[config.mk]
export PLATFORM = sky130hd
export DESIGN_NAME = pll_relock_controller
export DESIGN_NICKNAME = d
export VERILOG_FILES = /design/src/rtl/pll_relock_pkg.sv /design/src/rtl/bit_sync2.sv /design/src/rtl/pll_relock_controller.sv
export SDC_FILE = /design/constraint.sdc
export NUM_CORES = 1
export LEC_CHECK = 0
export CAP_MARGIN = 15
export CORE_MARGIN = 2
export CORE_UTILIZATION = 49
export DETAILED_ROUTE_END_ITERATION = 7
export GPL_ROUTABILITY_DRIVEN = 0
export PLACE_DENSITY = 0.75
export SLEW_MARGIN = 20
export SYNTH_ARGS = -nofsm -noshare
export SYNTH_HDL_FRONTEND = slang
export SYNTH_SLANG_ARGS = --single-unit
[constraint.sdc]
create_clock -name clk40Ref -period 2.36 [get_ports clk40Ref]
set_clock_uncertainty 0.05 [all_clocks]
set_input_delay 0.472 -clock clk40Ref [delete_from_list [all_inputs] [get_ports clk40Ref]]
set_output_delay 0.472 -clock clk40Ref [all_outputs]
set_load 0.05 [all_outputs]
[src/rtl/pll_relock_pkg.sv]
// Shared definitions for the PLL relock controller: state encoding,
// timer width and the default parameter values.
package pll_relock_pkg;

    localparam int TIMER_W = 12;

    localparam logic [2:0] STATE_IDLE     = 3'd0;
    localparam logic [2:0] STATE_DEBOUNCE = 3'd1;
    localparam logic [2:0] STATE_RESET    = 3'd2;
    localparam logic [2:0] STATE_CAL      = 3'd3;
    localparam logic [2:0] STATE_LOCK     = 3'd4;
    localparam logic [2:0] STATE_DONE     = 3'd5;
    localparam logic [2:0] STATE_FAIL     = 3'd6;

    typedef enum logic [2:0] {
        IDLE     = STATE_IDLE,
        DEBOUNCE = STATE_DEBOUNCE,
        RESET    = STATE_RESET,
        CAL      = STATE_CAL,
        LOCK     = STATE_LOCK,
        DONE     = STATE_DONE,
        FAIL     = STATE_FAIL
    } relockStateT;

    localparam int DEF_DEBOUNCE_CYCLES = 8;
    localparam int DEF_RESET_CYCLES    = 4;
    localparam int DEF_CAL_TIMEOUT     = 4095;
    localparam int DEF_LOCK_TIMEOUT    = 4095;
    localparam int DEF_MAX_RETRY       = 3;

endpackage

[src/rtl/bit_sync2.sv]
// Two-flop synchronizer clocked on the falling edge, cleared asynchronously.
module bit_sync2 (
    input  logic clk,
    input  logic clr,
    input  logic din,
    output logic dout
);

    logic meta;

    // Shift the asynchronous input through two flops to settle metastability.
    always_ff @(negedge clk or posedge clr) begin
        if (clr) begin
            meta <= 1'b0;
            dout <= 1'b0;
        end else begin
            meta <= din;
            dout <= meta;
        end
    end

endmodule

[src/rtl/pll_relock_controller.sv]
// PLL relock sequencer: detects a debounced loss of lock, then drives the
// PLL through reset, calibration and lock with bounded retries.
//
// state    | meaning
// IDLE     | locked or auto-relock disabled, watching for unlock
// DEBOUNCE | unlock seen, waiting for it to persist
// RESET    | pllReset held high for RESET_CYCLES
// CAL      | calibration started, waiting for calDone
// LOCK     | lock detector released, waiting for lock
// DONE     | one-cycle success, counts the relock
// FAIL     | retries exhausted, waits for forceRelock or POR
module pll_relock_controller
    import pll_relock_pkg::*;
#(
    parameter int DEBOUNCE_CYCLES = DEF_DEBOUNCE_CYCLES,
    parameter int RESET_CYCLES    = DEF_RESET_CYCLES,
    parameter int CAL_TIMEOUT     = DEF_CAL_TIMEOUT,
    parameter int LOCK_TIMEOUT    = DEF_LOCK_TIMEOUT,
    parameter int MAX_RETRY       = DEF_MAX_RETRY
) (
    input  logic        clk40Ref,
    input  logic        POR,
    input  logic        enable,
    input  logic        forceRelock,
    input  logic        pllLocked,
    input  logic        pllCalibrationDone,
    output logic        pllReset,
    output logic        startCalibration,
    output logic        resetLockDetect,
    output logic [2:0]  state,
    output logic        busy,
    output logic [3:0]  retryCount,
    output logic [11:0] relockCount,
    output logic        fail,
    output logic        relockDone
);

    localparam logic [TIMER_W-1:0] DEB_LAST  = TIMER_W'(DEBOUNCE_CYCLES - 1);
    localparam logic [TIMER_W-1:0] RST_LAST  = TIMER_W'(RESET_CYCLES - 1);
    localparam logic [TIMER_W-1:0] CAL_LAST  = TIMER_W'(CAL_TIMEOUT - 1);
    localparam logic [TIMER_W-1:0] LOCK_LAST = TIMER_W'(LOCK_TIMEOUT - 1);
    localparam logic [3:0]         RETRY_MAX = 4'(MAX_RETRY);

    relockStateT        curState;
    relockStateT        nextState;
    logic [TIMER_W-1:0] timer;
    logic               lockedS;
    logic               calDoneS;
    logic               forced;
    logic               timeoutHit;
    logic               retryInc;

    bit_sync2 uLockSync (
        .clk  (clk40Ref),
        .clr  (POR),
        .din  (pllLocked),
        .dout (lockedS)
    );

    bit_sync2 uCalSync (
        .clk  (clk40Ref),
        .clr  (POR),
        .din  (pllCalibrationDone),
        .dout (calDoneS)
    );

    assign state = curState;

    // Next-state decode; forceRelock outranks every other transition.
    always_comb begin
        nextState  = curState;
        timeoutHit = 1'b0;
        retryInc   = 1'b0;
        forced     = forceRelock && (curState != RESET);
        if (forced) begin
            nextState = RESET;
        end else begin
            case (curState)
                IDLE:     if (enable && !lockedS) nextState = DEBOUNCE;
                DEBOUNCE: begin
                    if (lockedS || !enable)  nextState = IDLE;
                    else if (timer == DEB_LAST) nextState = RESET;
                end
                RESET:    if (timer == RST_LAST) nextState = CAL;
                CAL: begin
                    if (calDoneS)              nextState = LOCK;
                    else if (timer == CAL_LAST) timeoutHit = 1'b1;
                end
                LOCK: begin
                    if (lockedS)                nextState = DONE;
                    else if (timer == LOCK_LAST) timeoutHit = 1'b1;
                end
                DONE:     nextState = IDLE;
                FAIL:     nextState = FAIL;
                default:  nextState = IDLE;
            endcase
            if (timeoutHit) begin
                if (retryCount < RETRY_MAX) begin
                    nextState = RESET;
                    retryInc  = 1'b1;
                end else begin
                    nextState = FAIL;
                end
            end
        end
    end

    // State, timer, counters and registered output decode of the next state.
    always_ff @(negedge clk40Ref or posedge POR) begin
        if (POR) begin
            curState         <= IDLE;
            timer            <= '0;
            pllReset         <= 1'b0;
            startCalibration <= 1'b1;
            resetLockDetect  <= 1'b1;
            busy             <= 1'b0;
            retryCount       <= '0;
            relockCount      <= '0;
            fail             <= 1'b0;
            relockDone       <= 1'b0;
        end else begin
            curState <= nextState;
            if (nextState != curState)     timer <= '0;
            else if (timer != '1)          timer <= timer + 1'b1;

            pllReset         <= (nextState == RESET);
            startCalibration <= (nextState != RESET);
            resetLockDetect  <= (nextState != RESET) && (nextState != CAL);
            busy             <= (nextState == RESET) || (nextState == CAL) ||
                                (nextState == LOCK)  || (nextState == DONE);
            relockDone       <= (nextState == DONE);

            if (forced) begin
                retryCount <= '0;
                fail       <= 1'b0;
            end else if (retryInc) begin
                retryCount <= retryCount + 1'b1;
            end else if (nextState == DONE) begin
                retryCount <= '0;
                if (relockCount != 12'hFFF) relockCount <= relockCount + 1'b1;
            end else if (nextState == FAIL) begin
                fail <= 1'b1;
            end
        end
    end

endmodule

# Word-level counts from Yosys, hierarchy flattened
# Cells that the tools add are included.
classes:
  n_addsub: 3
  magnitude_cmp: 1
  n_eq_ne: 21
  n_mux: 27
  bitwise: 2
  n_reduce_logical: 15
ops:
  columns: ["cell", "n"]
  rows:
  - ["3-bit 2-to-1 mux", 9]
  - ["12-bit by 1-bit adder with 12-bit output, second input constant", 2]
  - ["12-bit 2-to-1 mux", 2]
  - ["12-bit != test, second input constant", 2]
  - ["3-bit one-hot mux with 6 select lines", 1]
  - ["3-bit == test, second input constant", 5]
  - ["12-bit == test, second input constant", 1]
  - ["12-bit by 2-bit == test with 1-bit output, second input constant", 1]
  - ["12-bit by 3-bit == test with 1-bit output, second input constant", 1]
  - ["3-bit by 2-bit == test with 1-bit output, second input constant", 4]
  - ["4-bit 2-to-1 mux", 3]
  - ["1-bit 2-to-1 mux", 11]
  - ["3-bit by 2-bit != test with 1-bit output, second input constant", 3]
  - ["4-bit by 1-bit adder with 4-bit output, second input constant", 1]
  - ["1-bit logical OR", 4]
  - ["4-bit by 2-bit < comparator with 1-bit output, second input constant", 1]
  - ["2-bit != test, second input constant", 2]
  - ["4-bit AND reduction", 1]
  - ["2-bit nonzero test", 2]
  - ["3-bit by 1-bit == test with 1-bit output, second input constant", 1]
  - ["1-bit logical AND", 3]
  - ["3-bit logical NOT", 1]
  - ["3-bit != test", 1]
  - ["3-bit AND reduction", 1]
  - ["other kinds (4)", 6]
word_totals:
  reg_bits: 41
  inputBits: 6
  output_inout_bits: 25
  wordCells: 83

# Depth between registers and ports, before layout
# Gate-level depths: netlist of the first run.
depth:
  ltp_word: 12
  mapped_depth: 11

# By module
# From an unflattened synthesis of the first run, not the netlist that was laid out.
unflattened:
  cells_unflattened: 203
  area_unflattened_um2: 2187.1
by_module_without_submodules:
  columns: ["module", "n_inst", "cells_each", "area_per_inst_um2", "seq_area_each_um2"]
  rows:
  - ["pll_relock_controller", 1, 197, 2079.5, 928.4]
  - ["bit_sync2", 2, 3, 53.8, 50.0]

==> results list, run 1 <==
- Yosys warns: 0
- Max-cap violations: 0
- Critical-path maximum fanout: 6
- After detailed routing, the number of remaining DRC violations is 0.
* Die span in x: roughly 72 µm
* Number of cells in the design after placement: about 330
- For this run, the register share of the synthesized area comes to 0.455.
- Antenna-violating nets left: 0
* Final instance count without filler cells: around 370
- Remaining Overflow, GRT: 0
- Count of pins on the block boundary: 31
* Critical Path AT: 2070 ps
- Setup repair after global routing could not meet its margin everywhere.
- Using the TritonRoute via totals, the vias-per-cell ratio works out to between 5 and 6.
- The number of antenna diodes in the final layout is 0.
* Die height: approximately 70 µm
- HPWL after detailed placement: ~3.8 mm
- Worst Slack Setup Final: -807 ps
- After detailed routing, the average wire length per cell comes to roughly 20 µm.
- Standard-cell rows: 24
* Core footprint: between 4000 and 5000 µm²
* Num CTS Buffers: 5
- CTS saw just over 40 sinks.
* Area Overhead vs Synth: 64.7%
* Crit path launch type: input port
* CP endpoint kind: flop
- After clock tree synthesis, the flow added hold-fix buffers numbering 0.
- In this run the tightest slew margin relative to its limit is 0.663.
- After synthesis the cells add up to about 2300 µm².
* Clock root buffer: sky130_fd_sc_hd__clkbuf_8
- Number of synthesized flops with an enable pin: 0
* Distinct cell type count of the synthesized netlist: 51
- GRT Overall Usage: 0.275
- The first global-routing pass estimated 10.7 mm of wire.
- The synthesized design contains just over 40 register bits.
- Worst IR drop on VDD: 758 µV
* Starting DRC count in detailed routing: 179
* Detailed-router iteration count before antenna repair: 4
- Total power consumption of the routed design: between 3 and 4 mW
- Averaged over all synthesized cells, the footprint is between 10 and 15 µm².
* Initial antenna violation count: 0
* Leakage power figure: roughly 1.9 nW
* Die Footprint: about 5200 µm²
- Share of final-layout standard cells stronger than drive strength 1: 0.513
- Commonest non-fill, non-tap cell in the layout: sky130_fd_sc_hd__buf_4
* Core utilization of the finished layout: 0.844
- Maximum level of the CTS H-tree: 2
- Final Hold Violating Endpoints: 0
- Vias post-DR: about 2200
- Count of port buffers added during placement: 30
- Cells after Synth: just over 200
* Vias in the first global route: between 2000 and 2500
* Starting density of the core: 0.512
- TNS Setup: -30740 ps
- The flow ran to the end, but the final reports show violations.
- Transition time at the pin with the least slew margin: around 500 ps
- After the last flow step, the layout net total stands at between 300 and 400.
- Leaving out fill and tap cells, the most frequent cells in the layout are sky130_fd_sc_hd__buf_4 (64), sky130_fd_sc_hd__dfrtn_1 (39), sky130_fd_sc_hd__buf_12 (28), sky130_fd_sc_hd__xor2_1 (14), sky130_fd_sc_hd__nand2_1 (13).
- Entering global routing, the biggest net connects 22 pins.
- Share of synthesized registers carrying an async set or reset: 1.00
- The checks that failed: negative setup slack.
- Ratio of total power to cell area: roughly 990 nW/µm²
- Total detailed-routing wirelength: between 7 and 8 mm
- Critical path start-end classification: in -> reg
* TritonCTS clock tree: built
* CP required: roughly 1300 ps
- Number of pins with negative max-slew slack in the final report: 0
* Setup violations, final: between 60 and 70
* Worst hold-check path type: reg -> reg
- The clock reaches the later pin of the worst-skew pair after approximately 310 ps.
- Final hold analysis gives a worst-case slack of 254 ps.
* Post-synth net total: about 220
- Predominant post-synthesis flop cell: sky130_fd_sc_hd__dfrtn_1
* Clock tree buffer depth: 2
- Clock-pin slew of the registers on the worst-case setup and hold paths: approximately 50 ps
synthesized netlist by cell type, types with 2 or more instances:
library cell / number / share of area
sky130_fd_sc_hd__dfrtn_1: 39 / 0.43
sky130_fd_sc_hd__nand2_1: 16 / 0.027
sky130_fd_sc_hd__nor3_2: 16 / 0.071
sky130_fd_sc_hd__xor2_1: 15 / 0.058
sky130_fd_sc_hd__nand3_1: 13 / 0.029
sky130_fd_sc_hd__inv_1: 12 / 0.020
sky130_fd_sc_hd__nor2_1: 8 / 0.013
sky130_fd_sc_hd__a21oi_1: 6 / 0.013
sky130_fd_sc_hd__nand4_1: 6 / 0.017
sky130_fd_sc_hd__ha_1: 5 / 0.028
sky130_fd_sc_hd__nor3_1: 5 / 0.011
sky130_fd_sc_hd__and3_1: 4 / 0.011
sky130_fd_sc_hd__buf_6: 4 / 0.020
sky130_fd_sc_hd__o211ai_1: 4 / 0.013
sky130_fd_sc_hd__xnor2_1: 4 / 0.015
sky130_fd_sc_hd__a31oi_1: 3 / 0.0083
sky130_fd_sc_hd__a221oi_4: 2 / 0.023
sky130_fd_sc_hd__and2_1: 2 / 0.0055
sky130_fd_sc_hd__and4_1: 2 / 0.0077
sky130_fd_sc_hd__buf_2: 2 / 0.0044
sky130_fd_sc_hd__dfstp_2: 2 / 0.023
sky130_fd_sc_hd__inv_2: 2 / 0.0033
sky130_fd_sc_hd__nand2b_1: 2 / 0.0055
sky130_fd_sc_hd__nand3_2: 2 / 0.0088
sky130_fd_sc_hd__nand4b_1: 2 / 0.0077
sky130_fd_sc_hd__nor4_1: 2 / 0.0055
sky130_fd_sc_hd__nor4_4: 2 / 0.019
sky130_fd_sc_hd__or3_1: 2 / 0.0055
cells by family (layout without fill, tap and decap cells):
| family | after synthesis | in the layout | share of synthesized area |
|---|---|---|---|
| multiplexers | 2 | 2 | 0.00940 |
| XOR/XNOR | 19 | 19 | 0.0736 |
| adder cells (fa/ha/maj) | 5 | 5 | 0.0277 |
| AND/OR/NAND/NOR | 95 | 95 | 0.287 |
| buffers and inverters | 22 | 129 | 0.0509 |
| flip-flops | 41 | 41 | 0.455 |
| AO/OA/AOI/OAI | 23 | 23 | 0.0968 |
metrics by stage:
step,worst slack [ps],area [µm²]
detailed placement,-1420,3290
floorplan,-969,2310
global placement,-1390,3290
CTS,-742,3650
global route,-819,3720
finish,-807,3720
routing by layer:
metal	GRT usage	routed length (µm)	up-vias
met2	0.448	3840	94
met4	0.157	269	0
met3	0.0667	392	26
met5	0	0	-
met1	0.336	2840	1102
li1	-	-	950
power by group:
| group | internal, mW | total (mW) | leakage (nW) | switching, mW |
|---|---|---|---|---|
| registers | 0.824 | 0.935 | 0.531 | 0.111 |
| clock network | 0.207 | 0.473 | 0.0494 | 0.266 |
| logic | 1.04 | 2.27 | 1.27 | 1.22 |
| total | 2.08 | 3.67 | 1.85 | 1.60 |
timing repair:
item / 4_1_cts / 5_1_grt
setup endpoints to repair: 62 / 61
gates resized for setup: 34 / 11
buffers inserted: 15 / 11
pin swaps: 17 / 14
cloned: 1 / 0
registers in the layout, indices dropped and copies added, names as in the netlist:
register          count
startCalibration      1
retryCount            4
uLockSync.dout        1
relockDone            1
busy                  1
resetLockDetect       1
state                 3
relockCount          12
uCalSync.dout         1
pllReset              1
fail                  1
uCalSync.meta         1
uLockSync.meta        1
timer                12
cell type report:
cell class | count | area, µm²
clock buffers | 6 | 72.6
clock inverters | 4 | 16.3
fillers | 200 | 689
inverters | 13 | 55.1
multi-input cells | 144 | 1300
flip-flops and latches | 41 | 1030
well taps | 52 | 65.1
repair buffers | 106 | 1190
critical path: stages:
cell and delay, ps:
sky130_fd_sc_hd__buf_6 60, sky130_fd_sc_hd__or4b_4 460, sky130_fd_sc_hd__o211ai_1 220, sky130_fd_sc_hd__buf_4 190, sky130_fd_sc_hd__a21oi_4 70, sky130_fd_sc_hd__a221oi_4 350
sky130_fd_sc_hd__buf_6 200, sky130_fd_sc_hd__a211oi_2 40
final timing paths:
path,from,to,slack (ps),cells past startpoint
max in group asynchronous,POR,timer[1],430,3
min in group asynchronous,POR,pllReset,1460,2
worst max register to register,state[0],timer[11],-280,13
worst min register to register,uCalSync.meta,uCalSync.dout,250,0
worst min-delay path,uCalSync.meta,uCalSync.dout,250,0
worst max-delay path,enable,timer[11],-810,8
Note: power is estimated with default switching activity, not from simulation.
==> inputs of run 2 (changes only) <==
- GPL_ROUTABILITY_DRIVEN: 0 -> not set
- SETUP_SLACK_MARGIN: not set -> 0.4
==> results list, run 2 (synthesized netlist as in run 1, its figures left out) <==
- Unrepaired setup endpoints after global routing: true (unchanged)
- The total congestion overflow came to 0 (unchanged).
- Highest-count cells in the layout ignoring fill and taps: sky130_fd_sc_hd__buf_4 (59), sky130_fd_sc_hd__dfrtn_1 (39), sky130_fd_sc_hd__buf_12 (28), sky130_fd_sc_hd__xor2_1 (15), sky130_fd_sc_hd__nand2_1 (14) (was sky130_fd_sc_hd__buf_4 (64), sky130_fd_sc_hd__dfrtn_1 (39), sky130_fd_sc_hd__buf_12 (28), sky130_fd_sc_hd__xor2_1 (14), sky130_fd_sc_hd__nand2_1 (13))
- Vias post-DR: 2161 (was 2172)
- Total detailed-routing wirelength: 7.45 mm (was 7.35 mm)
- Registers with the highest flip-flop counts: relockCount: 12 flops, timer: 12 flops, retryCount: 4 flops (unchanged).
* Global-route wire length before repair: 10.3 mm (was 10.7 mm)
- The worst-path maximum fanout is 5 (was 6).
- Ratio of total power to cell area: 1000 nW/µm² (was 986 nW/µm²)
- The launching element type of the critical path is an input port (unchanged).
* Core footprint: 4410 µm² (unchanged)
* Clock tree buffer depth: 2 (unchanged)
* Average wire per standard cell: 20.6 µm (was 20.1 µm)
* Endpoint of the worst register-to-register path: timer[2] (was timer[11])
- Worst reg-to-reg setup slack: -340 ps (was -280 ps)
- Starting density of the core: 0.512 (unchanged)
* Clock-pin slew of the registers on the worst-case setup and hold paths: 60 ps (was 50 ps)
* Switching portion of total power: 0.440 (was 0.435)
- The number of hold violations in the final report was 0 (unchanged).
* Antenna-violating nets left: 0 (unchanged)
* Initial antenna violation count: 0 (unchanged)
- The number of vias per cell was 5.99 (was 5.93).
* Antenna cell count: 0 (unchanged)
- The critical path endpoint was timer[2] (was timer[11]).
- The number of buffer cells added on primary ports came to 30 (unchanged).
- Number of pins with negative max-slew slack in the final report: 0 (unchanged)
- The least setup slack across all paths after layout came to -861 ps (was -807 ps).
- Number of sinks handled by clock tree synthesis: 41 (unchanged)
- The power consumption is 3.71 mW (was 3.67 mW).
- Detailed-router iteration count before antenna repair: 4 (unchanged)
- The max-cap violation count was 0 (unchanged).
- Worst Reg2Reg Path Length in Cells: 13 (unchanged)
- Setup violations, final: 61 (unchanged)
- The required time of the critical path was 1260 ps (about the same).
* Final estimated routing congestion in global placement: roughly 0.9
* Standard-cell rows: 24 (unchanged)
- The normalized max-slew margin came to 0.690 (was 0.663).
- Num CTS Buffers: 5 (unchanged)
* DRC viols: 0 (unchanged)
- The type of destination of the critical path was a flop (unchanged).
- Critical Path AT: 2120 ps (was 2070 ps)
- Share of final-layout standard cells stronger than drive strength 1: 0.502 (was 0.513)
- The pin count of the biggest net entering global routing was 23 (was 22).
- The number of global-route vias before repair was 2101 (was 2195).
- Die height: 71.9 µm (unchanged)
- The overall fraction of global-route tracks in use was 0.264 (was 0.275).
* Sequential cell area in the final layout: 1030 µm² (unchanged)
* Cell-internal power: 2.08 mW (about the same)
- The HPWL after detailed placement was 4.05 mm (was 3.83 mm).
- The worst setup path startpoint was enable (unchanged).
* Die span in x: 71.9 µm (unchanged)
* Area Overhead vs Synth: 63.4% (was 64.7%)
- Commonest non-fill, non-tap cell in the layout: sky130_fd_sc_hd__buf_4 (unchanged)
* Total net switching power: 1.63 mW (was 1.60 mW)
- The number of top-level design ports is 31 (unchanged).
- Number of cells in the design after placement: 332 (was 333)
* Area of the multi-input gates: 1290 µm² (was 1300 µm²)
- The number of DRC violations after detailed-routing iteration 0 is 151 (was 179).
- FILL cells: 213 (was 200)
- Power share of the sequential group: 0.251 (was 0.254)
- Worst hold-check path type: reg -> reg (unchanged)
- The filler-free cell count of the finished design was 361 (was 366).
- Net count reported at finish: 319 (was 324)
- Result of the run: complete, but fails checks (unchanged).
- The share of total power in combinational logic was 0.623 (was 0.617).
- The core occupancy in the finished layout is 0.838 (was 0.844).
- The number of H-tree levels was 2 (unchanged).
* TritonCTS clock tree: built (unchanged)
* Clk pwr share: 0.126 (was 0.129)
* Worst IR drop on VDD: 651 µV (was 758 µV)
- Leakage power figure: 1.82 nW (was 1.85 nW)
- Critical register-to-register path startpoint: state[0] (unchanged)
* Failing checks: negative setup slack (unchanged)
- The die area was 5180 µm² (unchanged).
* Clock network latency to the later pin of the worst-skew pair: 300 ps (was 310 ps)
* Critical path start-end classification: in -> reg (unchanged)
- The clock root buffer is sky130_fd_sc_hd__clkbuf_8 (unchanged).
- The slew at the pin closest to its max-slew limit is 461 ps (was 502 ps).
-- run 2: worst max-delay path, stage by stage --
cell                        delay, ps
sky130_fd_sc_hd__buf_6             60
sky130_fd_sc_hd__or4b_4           460
sky130_fd_sc_hd__o211ai_1         230
sky130_fd_sc_hd__buf_4            190
sky130_fd_sc_hd__a21oi_4           70
sky130_fd_sc_hd__a221oi_4         390
sky130_fd_sc_hd__buf_6            200
sky130_fd_sc_hd__a2111oi_4         50
-- run 2: power by group through the flow --
stage                     sequential (mW)  combinational [mW]  clock [mW]
after detailed placement            0.947                1.78     0.00796
after CTS                           0.926                2.06       0.462
after floorplan                      1.15               0.809     0.00796
final                               0.932                2.31       0.466
after global routing                0.946                2.40       0.505
after global placement              0.941                1.73     0.00796
-- run 2: repair_timing --
| item | CTS | global route |
|---|---|---|
| gates cloned | 1 | 0 |
| buffers inserted | 8 | 11 |
| hold buffers | 0 | 0 |
| pin swaps | 13 | 11 |
| resized for setup | 32 | 13 |
| setup endpoints to repair | 63 | 62 |
-- run 2: through the flow --
stage          setup TNS, ps  hold slack (ps)  setup slack (ps)  area [µm²]
3_5_place_dp          -45510              247             -1430        3290
3_3_place_gp          -44690              245             -1400        3290
2_1_floorplan         -27860              242              -969        2310
5_1_grt               -34220              249              -889        3700
4_1_cts               -28610              247              -765        3540
6_report              -32470              250              -861        3700
-- run 2: how the worst min path moves through the flow --
stage | to | startpoint | depth (start not counted)
finish | uCalSync.dout | uCalSync.meta | 0
global route | uLockSync.dout | uLockSync.meta | 0
CTS | uLockSync.dout | uLockSync.meta | 0
detailed placement | uLockSync.dout | uLockSync.meta | 0
global placement | uLockSync.dout | uLockSync.meta | 0
floorplan | uCalSync.dout | uCalSync.meta | 0
-- run 2: area by class of cell --
type	count	share of cell area
Multi-Input combinational cell	144	0.350
Clock buffer	6	0.0196
Tap cell	52	0.0176
Inverter	13	0.0149
Sequential cell	41	0.278
Timing Repair Buffer	101	0.316
Clock inverter	4	0.00440
-- run 2: per-layer routing --
layer / vias to the layer above / GRT usage / share of wire
li1: 950 / - / -
met1: 1041 / 0.335 / 0.37
met2: 135 / 0.435 / 0.51
met3: 35 / 0.0653 / 0.071
met4: 0 / 0.109 / 0.049
met5: - / 0 / 0
